`src/rtl/vga_timing_rx.sv`:
```
// vga_timing_rx: recovers pixel coordinates and line/frame geometry from a
// parallel hs/vs/de/rgb stream and reports lock to a stable video format.
module vga_timing_rx #(
  parameter logic HS_POL = 1'b1,
  parameter logic VS_POL = 1'b1,
  parameter int   CW     = 12
) (
  input  logic          clk,
  input  logic          rst_n,
  input  logic          hs,
  input  logic          vs,
  input  logic          de,
  input  logic [7:0]    rgb_r,
  input  logic [7:0]    rgb_g,
  input  logic [7:0]    rgb_b,
  output logic          pix_valid,
  output logic [CW-1:0] pix_x,
  output logic [CW-1:0] pix_y,
  output logic [7:0]    pix_r,
  output logic [7:0]    pix_g,
  output logic [7:0]    pix_b,
  output logic          frame_start,
  output logic [CW-1:0] h_total,
  output logic [CW-1:0] h_active,
  output logic [CW-1:0] v_total,
  output logic [CW-1:0] v_active,
  output logic          locked,
  output logic          err
);

  localparam logic [1:0] ST_SEARCH  = 2'd0;
  localparam logic [1:0] ST_MEASURE = 2'd1;
  localparam logic [1:0] ST_CHECK   = 2'd2;
  localparam logic [1:0] ST_LOCKED  = 2'd3;

  localparam logic [CW-1:0] CNT_ZERO = {CW{1'b0}};
  localparam logic [CW-1:0] CNT_ONE  = {{(CW-1){1'b0}}, 1'b1};
  localparam logic [CW-1:0] CNT_MAX  = {CW{1'b1}};
  localparam logic [CW-1:0] CNT_PRE  = CNT_MAX - CNT_ONE;

  function automatic logic [CW-1:0] sat_inc(input logic [CW-1:0] v);
    if (v == CNT_MAX) begin
      return CNT_MAX;
    end else begin
      return v + CNT_ONE;
    end
  endfunction

  logic            hs_prev_q, vs_prev_q, de_prev_q;
  logic [CW-1:0]   hc_q, hc_d, rc_q, rc_d, vc_q, vc_d, ac_q, ac_d;
  logic [1:0]      state_q, state_d;
  logic [4*CW-1:0] snap_q, snap_d, meas_d;
  logic            pix_valid_q, pix_valid_d;
  logic [CW-1:0]   pix_x_q, pix_x_d, pix_y_q, pix_y_d;
  logic [7:0]      pix_r_q, pix_r_d, pix_g_q, pix_g_d, pix_b_q, pix_b_d;
  logic            frame_start_q, frame_start_d;
  logic [CW-1:0]   h_total_q, h_total_d, h_active_q, h_active_d;
  logic [CW-1:0]   v_total_q, v_total_d, v_active_q, v_active_d;
  logic            locked_q, locked_d, err_q, err_d;
  logic            hs_lead, vs_lead, de_fall, sat_hit, lock_err;
  logic [CW-1:0]   vc_line, ac_line;

  // Edge detection, counters, measurements and lock FSM.
  always_comb begin
    hs_lead = (hs == HS_POL) && (hs_prev_q != HS_POL);
    vs_lead = (vs == VS_POL) && (vs_prev_q != VS_POL);
    de_fall = de_prev_q && !de;

    h_total_d = hs_lead ? sat_inc(hc_q) : h_total_q;
    hc_d      = hs_lead ? CNT_ZERO : sat_inc(hc_q);

    h_active_d = h_active_q;
    if (de) begin
      rc_d = sat_inc(rc_q);
    end else if (de_fall) begin
      rc_d       = CNT_ZERO;
      h_active_d = rc_q;
    end else begin
      rc_d = rc_q;
    end

    // The line closing at a vs edge belongs to the frame being measured.
    vc_line = hs_lead ? sat_inc(vc_q) : vc_q;
    ac_line = de_fall ? sat_inc(ac_q) : ac_q;
    if (vs_lead) begin
      v_total_d  = vc_line;
      v_active_d = ac_line;
      vc_d       = CNT_ZERO;
      ac_d       = CNT_ZERO;
    end else begin
      v_total_d  = v_total_q;
      v_active_d = v_active_q;
      vc_d       = vc_line;
      ac_d       = ac_line;
    end

    sat_hit = (!hs_lead && (hc_q == CNT_PRE)) ||
              (de && (rc_q == CNT_PRE)) ||
              (hs_lead && !vs_lead && (vc_q == CNT_PRE)) ||
              (de_fall && !vs_lead && (ac_q == CNT_PRE));

    pix_valid_d = de;
    pix_x_d     = de ? rc_q : CNT_ZERO;
    pix_y_d     = de ? ac_d : CNT_ZERO;
    pix_r_d     = de ? rgb_r : 8'd0;
    pix_g_d     = de ? rgb_g : 8'd0;
    pix_b_d     = de ? rgb_b : 8'd0;

    meas_d   = {h_total_d, h_active_d, v_total_d, v_active_d};
    state_d  = state_q;
    snap_d   = snap_q;
    lock_err = 1'b0;
    if (vs_lead) begin
      case (state_q)
        ST_SEARCH: begin
          state_d = ST_MEASURE;
        end
        ST_MEASURE: begin
          snap_d  = meas_d;
          state_d = ST_CHECK;
        end
        ST_CHECK: begin
          if (meas_d == snap_q) begin
            state_d = ST_LOCKED;
          end else begin
            snap_d = meas_d;
          end
        end
        ST_LOCKED: begin
          if (meas_d != snap_q) begin
            lock_err = 1'b1;
            state_d  = ST_MEASURE;
          end else begin
            state_d = ST_LOCKED;
          end
        end
        default: begin
          state_d = ST_SEARCH;
        end
      endcase
    end else begin
      state_d = state_q;
    end
    if (sat_hit) begin
      state_d = ST_SEARCH;
    end else begin
      state_d = state_d;
    end

    frame_start_d = vs_lead;
    locked_d      = (state_d == ST_LOCKED);
    err_d         = sat_hit || lock_err;
  end

  // State and output registers.
  always_ff @(posedge clk) begin
    if (!rst_n) begin
      hs_prev_q     <= ~HS_POL;
      vs_prev_q     <= ~VS_POL;
      de_prev_q     <= 1'b0;
      hc_q          <= CNT_ZERO;
      rc_q          <= CNT_ZERO;
      vc_q          <= CNT_ZERO;
      ac_q          <= CNT_ZERO;
      state_q       <= ST_SEARCH;
      snap_q        <= {(4*CW){1'b0}};
      pix_valid_q   <= 1'b0;
      pix_x_q       <= CNT_ZERO;
      pix_y_q       <= CNT_ZERO;
      pix_r_q       <= 8'd0;
      pix_g_q       <= 8'd0;
      pix_b_q       <= 8'd0;
      frame_start_q <= 1'b0;
      h_total_q     <= CNT_ZERO;
      h_active_q    <= CNT_ZERO;
      v_total_q     <= CNT_ZERO;
      v_active_q    <= CNT_ZERO;
      locked_q      <= 1'b0;
      err_q         <= 1'b0;
    end else begin
      hs_prev_q     <= hs;
      vs_prev_q     <= vs;
      de_prev_q     <= de;
      hc_q          <= hc_d;
      rc_q          <= rc_d;
      vc_q          <= vc_d;
      ac_q          <= ac_d;
      state_q       <= state_d;
      snap_q        <= snap_d;
      pix_valid_q   <= pix_valid_d;
      pix_x_q       <= pix_x_d;
      pix_y_q       <= pix_y_d;
      pix_r_q       <= pix_r_d;
      pix_g_q       <= pix_g_d;
      pix_b_q       <= pix_b_d;
      frame_start_q <= frame_start_d;
      h_total_q     <= h_total_d;
      h_active_q    <= h_active_d;
      v_total_q     <= v_total_d;
      v_active_q    <= v_active_d;
      locked_q      <= locked_d;
      err_q         <= err_d;
    end
  end

  assign pix_valid   = pix_valid_q;
  assign pix_x       = pix_x_q;
  assign pix_y       = pix_y_q;
  assign pix_r       = pix_r_q;
  assign pix_g       = pix_g_q;
  assign pix_b       = pix_b_q;
  assign frame_start = frame_start_q;
  assign h_total     = h_total_q;
  assign h_active    = h_active_q;
  assign v_total     = v_total_q;
  assign v_active    = v_active_q;
  assign locked      = locked_q;
  assign err         = err_q;

endmodule

```
`config.mk`:
```
export PLATFORM = sky130hd
export DESIGN_NAME = vga_timing_rx
export DESIGN_NICKNAME = d
export VERILOG_FILES = /design/src/rtl/vga_timing_rx.sv
export SDC_FILE = /design/constraint.sdc
export NUM_CORES = 1
export LEC_CHECK = 0
export CAP_MARGIN = 25
export CORE_MARGIN = 4
export CORE_UTILIZATION = 42
export CTS_CLUSTER_SIZE = 14
export DETAILED_ROUTE_END_ITERATION = 16
export PLACE_DENSITY = 0.64
export SYNTH_ARGS = -nofsm -noshare
export SYNTH_HDL_FRONTEND = slang
export SYNTH_SLANG_ARGS = --single-unit
```
`constraint.sdc`:
```
create_clock -name clk -period 5 [get_ports clk]
set_clock_uncertainty 0.05 [all_clocks]
set_input_delay 1 -clock clk [delete_from_list [all_inputs] [get_ports clk]]
set_output_delay 1 -clock clk [all_outputs]
set_load 0.01 [all_outputs]
```
==> results.py, run 1 <==
metrics = {
    "finish": {
        "num-fill-cells": 2170,
        "nets": 1350,
        "layout-area-overhead-vs-synth_pct": 24.3,
        "diodes": 0,
        "final_area_sq_mm": 0.0122,
        "multi_input_area_sq_mm": 0.00534,
        "drive_gt1_share_pct": 8.97,
        "ff_latch_area_sq_mm": 0.00401,
    },
    "grt": {
        "grt_pass1_vias": 8871,
        "antenna_found_initial": 0,
        "grt-ovfl-total": 0,
        "grt_max_degree": 69,
        "grt_pass1_wl_mm": 50.8,
        "grt_usage_pct": 24.3,
    },
    "power_and_ir_drop": {
        "peakVddDrop_uv": 238,
        "power-per-cell-area_mw_per_mm2": 287,
        "p_seq_share_pct": 48.0,
        "share_comb_of_total_power_pct": 11.6,
        "p_int_w": 0.00253,
        "p_leak_nw": 4.45,
        "p_sw_w": 0.000972,
        "p_sw_share_pct": 27.8,
        "clkPwrFrac_pct": 40.4,
    },
    "placement": {
        "dpl.hpwl_mm": 23.0,
        "port_buffers": 128,
        "dpl-instance-area_sq_mm": 0.0116,
        "gp_congestion": 0.946,
    },
    "synth": {
        "synth_compound_area_share_pct": 24.0,
        "synth_area_sq_mm": 0.00981,
        "seq_area_frac_synth_pct": 40.8,
        "synth_top_family_by_area": "simple AND/OR/NAND/NOR gates",
        "ys_types": 83,
        "ys.flop_type": "dfxtp_1",
        "synth_seq_cells": 200,
        "synth_edf_count": 0,
        "synthMuxAreaShare_pct": 1.44,
        "syn-mean-instance-area_sq_um": 8.21,
        "synth_xor_area_share_pct": 3.75,
        "synth_adder_area_share_pct": 1.02,
        "syn_inst": 1195,
        "syn-num-nets": 1232,
        "yosysWarnings": 0,
        "async_reset_ff_share_pct": 0,
        "synth-simple-area-share_pct": 24.1,
    },
    "flow_run": {
        "cap_violations": 0,
    },
    "floorplanning": {
        "pin_count": 129,
        "dieHeight_um": 161,
        "rows": 55,
        "die-area_sq_mm": 0.0259,
        "dieWidth_um": 161,
        "coreArea_sq_mm": 0.0228,
        "start_util_pct": 43.1,
    },
    "setup_path": {
        "cp-start-kind": "input port",
        "reg2regPathDepth": 11,
        "arrival_ns": 4.73,
        "end_kind": "register",
        "cpMaxStageDelayCell": "or4b_2",
        "max_stage_delay_ns": 0.65,
        "r2r_slack_ns": 1.00,
        "worstSetupPathType": "in2reg",
        "worstPathRequired_ns": 5.26,
        "crit_fanout": 10,
        "crit_chain": "clkdlybuf4s50_1 > nand3b_2 > nor3_1 > mux2_2 > o21a_1 > a2111oi_0 > or4b_2 > and3b_2 > a21oi_2 > a211oi_2 > buf_4 > a2111oi_0",
        "path_common_cell": "a2111oi_0",
        "worstSetupStartpoint": "de",
        "rr_startpoint": "ac_q[5]",
    },
    "timing": {
        "fmax_mhz": 224,
        "rsz0062_at_grt": "false",
        "maxSlewViolCount": 0,
        "setup-violations-final": 0,
        "tns_ns": 0,
        "hold_violations": 0,
        "tightest_slew_ns": 0.927,
        "finalCriticalPeriod_ns": 4.47,
        "slew_headroom_pct": 38.0,
        "min_period_over_period_pct": 89.4,
    },
    "drt": {
        "dr.pass1.iters": 7,
        "viasPerCell": 5.92,
        "drc": 0,
        "postRouteAntennaNets": 0,
        "wl_per_cell_um": 19.7,
        "routed_wl_mm": 32.3,
        "vias": 9701,
        "drt_iter0_markers": 1120,
    },
    "cts": {
        "clkSlewWorstSetupHoldPaths_ns": 0.07,
        "cts_root_buf": "clkbuf_16",
        "clockBufferDepth": 2,
        "cts_num_sinks": 200,
        "h-tree-depth": 4,
        "cts_resized": 0,
        "worstSkewPairLatency_ns": 0.45,
        "post_cts_buffers": 0,
        "cts_tree": "yes",
        "numCtsBuffers": 17,
        "hold_buffers": 0,
    },
    "worst_hold_path": {
        "hp-start": "snap_q[16]",
        "hold_depth": 2,
        "hold_path.class": "reg2reg",
    },
    "status": {
        "outcome": "finished clean",
    },
}
[power groups by stage]
stage / registers, W / clock network [W] / logic, W
after global placement: 0.00171 / 0 / 0.000397
after detailed placement: 0.00171 / 0 / 0.000400
after CTS: 0.00168 / 0.00143 / 0.000401
after global routing: 0.00168 / 0.00149 / 0.000438
final: 0.00168 / 0.00141 / 0.000404
after floorplan: 0.00170 / 0 / 0.000235
[layout by cell type, fill, tap and decap left out, types with 6 or more instances in the layout]
master / count
a32oi_1: 23
a211oi_1: 19
nor3_1: 26
and4_1: 8
dfxtp_1: 199
nand3_1: 43
and2_1: 16
clkbuf_16: 17
nand2b_1: 8
a311oi_1: 8
a2111oi_0: 9
a22oi_1: 8
o31a_1: 6
o311ai_1: 14
nor2b_1: 11
ha_1: 8
nand2_1: 132
a22o_1: 15
o311ai_0: 10
o21a_1: 6
nor4_1: 10
nor2_1: 127
buf_4: 52
a31oi_1: 9
mux2i_1: 13
a21oi_1: 53
inv_1: 36
a221oi_1: 6
clkdlybuf4s50_1: 127
o21ai_0: 69
and3_1: 50
xor2_1: 24
nand4_1: 16
o31ai_1: 10
xnor2_1: 18
o22ai_1: 12
[cell usage after synthesis (all sizes together) (8+ instances only)]
library cell	count	area share, %
dfxtp	200	41
nand2	132	5.1
nor2	129	4.9
o21ai	75	4.0
clkbuf	56	2.1
a21oi	55	2.9
and3	50	3.2
nand3	43	2.2
inv	37	1.4
buf	27	1.3
nor3	27	1.5
o311ai	24	2.1
xor2	24	2.1
a32oi	23	2.1
a211oi	21	1.7
xnor2	18	1.6
and2	17	1.1
nand4	17	1.1
a22o	15	1.3
mux2i	13	1.3
nor4	13	1.1
nor2b	12	0.77
o22ai	12	0.77
a2111oi	10	0.96
o31ai	10	0.77
a31oi	9	0.57
nand2b	9	0.57
a22oi	8	0.61
a311oi	8	0.71
and4	8	0.71
ha	8	1.0
[kinds of logic after synthesis]
family / after synthesis
and+or+nand+nor: 479
DFF: 200
muxes: 14
xor gates and xnor gates: 42
buffers and inverters: 122
adders and majority gates: 8
AOI/OAI and AO/OA: 330
[metrics by stage]
| stage | cells | setup WS [ns] | power [W] | hold WS [ns] | utilization (%) |
|---|---|---|---|---|---|
| floorplan | 1195 | 1.02 | 0.00193 | 0.385 | - |
| global route | 1639 | 0.187 | 0.00361 | 0.439 | 53.5 |
| finish | 1639 | 0.529 | 0.00350 | 0.412 | 53.5 |
| CTS | 1639 | 0.505 | 0.00351 | 0.417 | 53.5 |
| global placement | 1607 | 0.191 | 0.00211 | 0.396 | 51.0 |
| detailed placement | 1607 | 0.0831 | 0.00211 | 0.407 | 51.0 |
[routing by layer]
metal	up-vias	track usage, %	routed length (um)
li1	4629	-	-
met2	433	37.1	14500
met3	56	3.87	2570
met5	-	0	0
met4	0	6.59	701
met1	4583	35.7	14600
[path summary, 6_finish.rpt]
path,to
setup / recovery,snap_q[1]
hold / removal,snap_q[16]
setup reg to reg,snap_q[1]
hold reg to reg,snap_q[16]
[state kept, by name, indices dropped and copies added (netlist names), 8 cells and up]
signal / cells
h_total: 12
ac_q: 12
hc_q: 12
pix_b: 8
v_total: 12
rc_q: 12
pix_y: 12
v_active: 12
pix_r: 8
snap_q: 48
pix_x: 12
pix_g: 8
vc_q: 12
h_active: 12
[area by class of cell]
type	instances	area share, %
well taps	313	3.21
multi-input cells	873	43.8
clock buffers	20	3.75
flip-flops and latches	200	32.8
repair buffers	182	14.1
inverters	39	1.20
clock inverters	12	1.07
[critical path, delay by kind of cell]
| family | cells | cell delay (ns) |
|---|---|---|
| mux | 1 | 0.42 |
| compound gates | 5 | 1.07 |
| buf+inv | 2 | 0.79 |
| simple gates | 4 | 1.44 |
(Power assumes the default switching activity.)
==> run 2: changes to the inputs <==
Settings changed: CTS_CLUSTER_SIZE 14 to 40.
==> results of run 2 <==
Same layout as run 1: the final DEF is identical, and so are final timing and power.
==> run 3: changes to the inputs <==
Settings changed: ABC_AREA from default to 1.
==> results.py, run 3 <==
metrics = {
    "status": {
        "outcome": "finished clean",
    },
    "setup_path": {
        "crit_fanout": 26,
        "cp-start-kind": "input port",
        "end_kind": "register",
        "worstSetupStartpoint": "de",
        "worstPathRequired_ns": 5.27,
        "max_stage_delay_ns": 0.52,
        "path_common_cell": "nand2_1",
        "crit_chain": "clkdlybuf4s50_1 > inv_2 > nand2_2 > nor2_1 > nand2_1 > nor2_1 > nand2_1 > nand3_1 > nand2_1 > nand3_1 > nand2_1 > nor2_1 > nand3_1 > nor2_2 > nand3_2 > nand3_2 > buf_4 > nand2_1 > inv_1 > nor2_1",
        "rr_startpoint": "hc_q[0]",
        "arrival_ns": 4.26,
        "cpMaxStageDelayCell": "clkdlybuf4s50_1",
        "worstSetupPathType": "in2reg",
        "r2r_slack_ns": 1.58,
    },
    "synth": {
        "synthTopCellsByCount": "nand2_1 (421), nor2_1 (219), inv_1 (209)",
        "syn_inst": 1478,
        "yosys-top-cells-area": "dfxtp_1 (41%), nand2_1 (16%), nor2_1 (8.5%)",
        "synth_area_sq_mm": 0.00972,
        "syn-mean-instance-area_sq_um": 6.58,
        "yosysTopAreaCellShare_pct": 41.2,
        "seq_area_frac_synth_pct": 41.2,
        "ys.flop_type": "dfxtp_1",
        "synth_top_area_cell": "dfxtp_1",
        "ys_types": 36,
        "syn-num-nets": 1515,
        "async_reset_ff_share_pct": 0,
        "synth_edf_count": 0,
        "yosysWarnings": 0,
        "synth_seq_cells": 200,
        "synth_most_common_cell": "nand2_1",
    },
    "cts": {
        "numCtsBuffers": 17,
        "hold_buffers": 0,
        "cts_tree": "yes",
        "cts_root_buf": "clkbuf_16",
        "cts_num_sinks": 200,
        "clockBufferDepth": 2,
        "clkSlewWorstSetupHoldPaths_ns": 0.07,
        "h-tree-depth": 4,
        "post_cts_buffers": 0,
        "worstSkewPairLatency_ns": 0.43,
        "cts_resized": 0,
    },
    "drt": {
        "viasPerCell": 4.93,
        "wl_per_cell_um": 13.9,
        "postRouteAntennaNets": 0,
        "routed_wl_mm": 26.1,
        "vias": 9258,
        "dr.pass1.iters": 8,
        "drt_iter0_markers": 651,
        "drc": 0,
    },
    "placement": {
        "port_buffers": 128,
        "dpl-instance-area_sq_mm": 0.0112,
        "gp_congestion": 0.850,
        "dpl.hpwl_mm": 18.2,
        "dp_cells": 1845,
    },
    "grt": {
        "grt_usage_pct": 20.6,
        "grt_pass1_wl_mm": 44.0,
        "grt_pass1_vias": 8766,
        "grt-ovfl-total": 0,
        "grt_max_degree": 108,
        "antenna_found_initial": 0,
    },
    "floorplanning": {
        "dieWidth_um": 160,
        "start_util_pct": 42.8,
        "coreArea_sq_mm": 0.0227,
        "die-area_sq_mm": 0.0256,
        "pin_count": 129,
        "rows": 55,
        "dieHeight_um": 160,
    },
    "finish": {
        "regMostFlops": "snap_q",
        "nets": 1616,
        "layout_commonest_cell": "nand2_1",
        "diodes": 0,
        "final_cells": 1876,
        "largest_register_ff_count": 48,
        "final_cell_mix": "nand2_1 (421), nor2_1 (219), inv_1 (208), dfxtp_1 (200), clkdlybuf4s50_1 (127)",
        "final_area_sq_mm": 0.0117,
        "layout-area-overhead-vs-synth_pct": 20.8,
        "final_util_pct": 51.7,
        "drive_gt1_share_pct": 6.73,
    },
    "timing": {
        "hold_violations": 0,
        "fmax_mhz": 251,
        "maxSlewViolCount": 0,
        "finalCriticalPeriod_ns": 3.98,
        "slew_headroom_pct": 40.4,
        "min_period_over_period_pct": 79.7,
        "setup-violations-final": 0,
        "rsz0062_at_grt": "false",
        "tightest_slew_ns": 0.892,
        "hold_ws_ns": 0.428,
        "tns_ns": 0,
    },
    "power_and_ir_drop": {
        "power-per-cell-area_mw_per_mm2": 307,
        "peakVddDrop_uv": 221,
        "p_leak_nw": 5.37,
    },
    "worst_hold_path": {
        "hp-start": "vs_prev_q",
        "hold_path.class": "reg2reg",
    },
    "flow_run": {
        "cap_violations": 0,
    },
}
run 3: cell count changes after synthesis, sizes merged, moves of 19 or more:
cell / previous run / this run
nand2: 132 / 425
inv: 37 / 214
nor2: 129 / 231
nand3: 43 / 142
nand4: 17 / 71
and3: 50 / 1
o21ai: 75 / 29
a21oi: 55 / 17
clkbuf: 56 / 29
or2: 1 / 25
a32oi: 23 / 0
o311ai: 24 / 1
a211oi: 21 / 0
xor2: 24 / 5
run 3: worst max-delay path: cells and delay by family:
kind / cells / cell delay, ns
AND/OR/NAND/NOR: 16 / 2.23
buffers and inverters: 4 / 1.01
run 3: layout make-up:
cell class / count / area, sq um
well taps: 285 / 357
clock inverters: 10 / 121
flip-flops and latches: 200 / 4000
multi-input cells: 991 / 4550
fillers: 2274 / 11000
inverters: 226 / 848
repair buffers: 143 / 1400
clock buffers: 21 / 450
run 3: kinds of logic after synthesis:
group | share of synthesized area [%]
buffers and inverters | 12.2
DFF | 41.2
xor gates and xnor gates | 0.541
AOI/OAI and AO/OA | 3.45
adders and majority gates | 1.03
and+or+nand+nor | 41.6
run 3: path summary, 6_finish.rpt:
| check | to | cells after the start |
|---|---|---|
| worst min register to register | frame_start | 1 |
| worst min-delay path | frame_start | 1 |
| worst max-delay path | snap_q[6] | 20 |
| worst max register to register | snap_q[6] | 19 |
run 3: metrics by stage:
stage | setup slack (ns) | power, W
after detailed placement | 0.630 | 0.00227
after global routing | 0.640 | 0.00377
after floorplan | 2.15 | 0.00208
after global placement | 0.736 | 0.00226
after CTS | 1.07 | 0.00363
final | 1.02 | 0.00360
run 3: metal layers:
metal / track usage, % / part of all wire [%] / vias up
met2: 33.4 / 46 / 232
met3: 2.84 / 4.4 / 32
met5: 0 / 0 / -
met1: 28.5 / 48 / 4203
met4: 6.41 / 1.9 / 0
li1: - / - / 4791
run 3: power breakdown:
part	total (W)	internal [W]	leakage (nW)	switching (W)
registers	0.00170	0.00166	1.63	0.0000416
clock network	0.00137	0.000751	0.266	0.000617
logic	0.000529	0.000208	3.48	0.000322
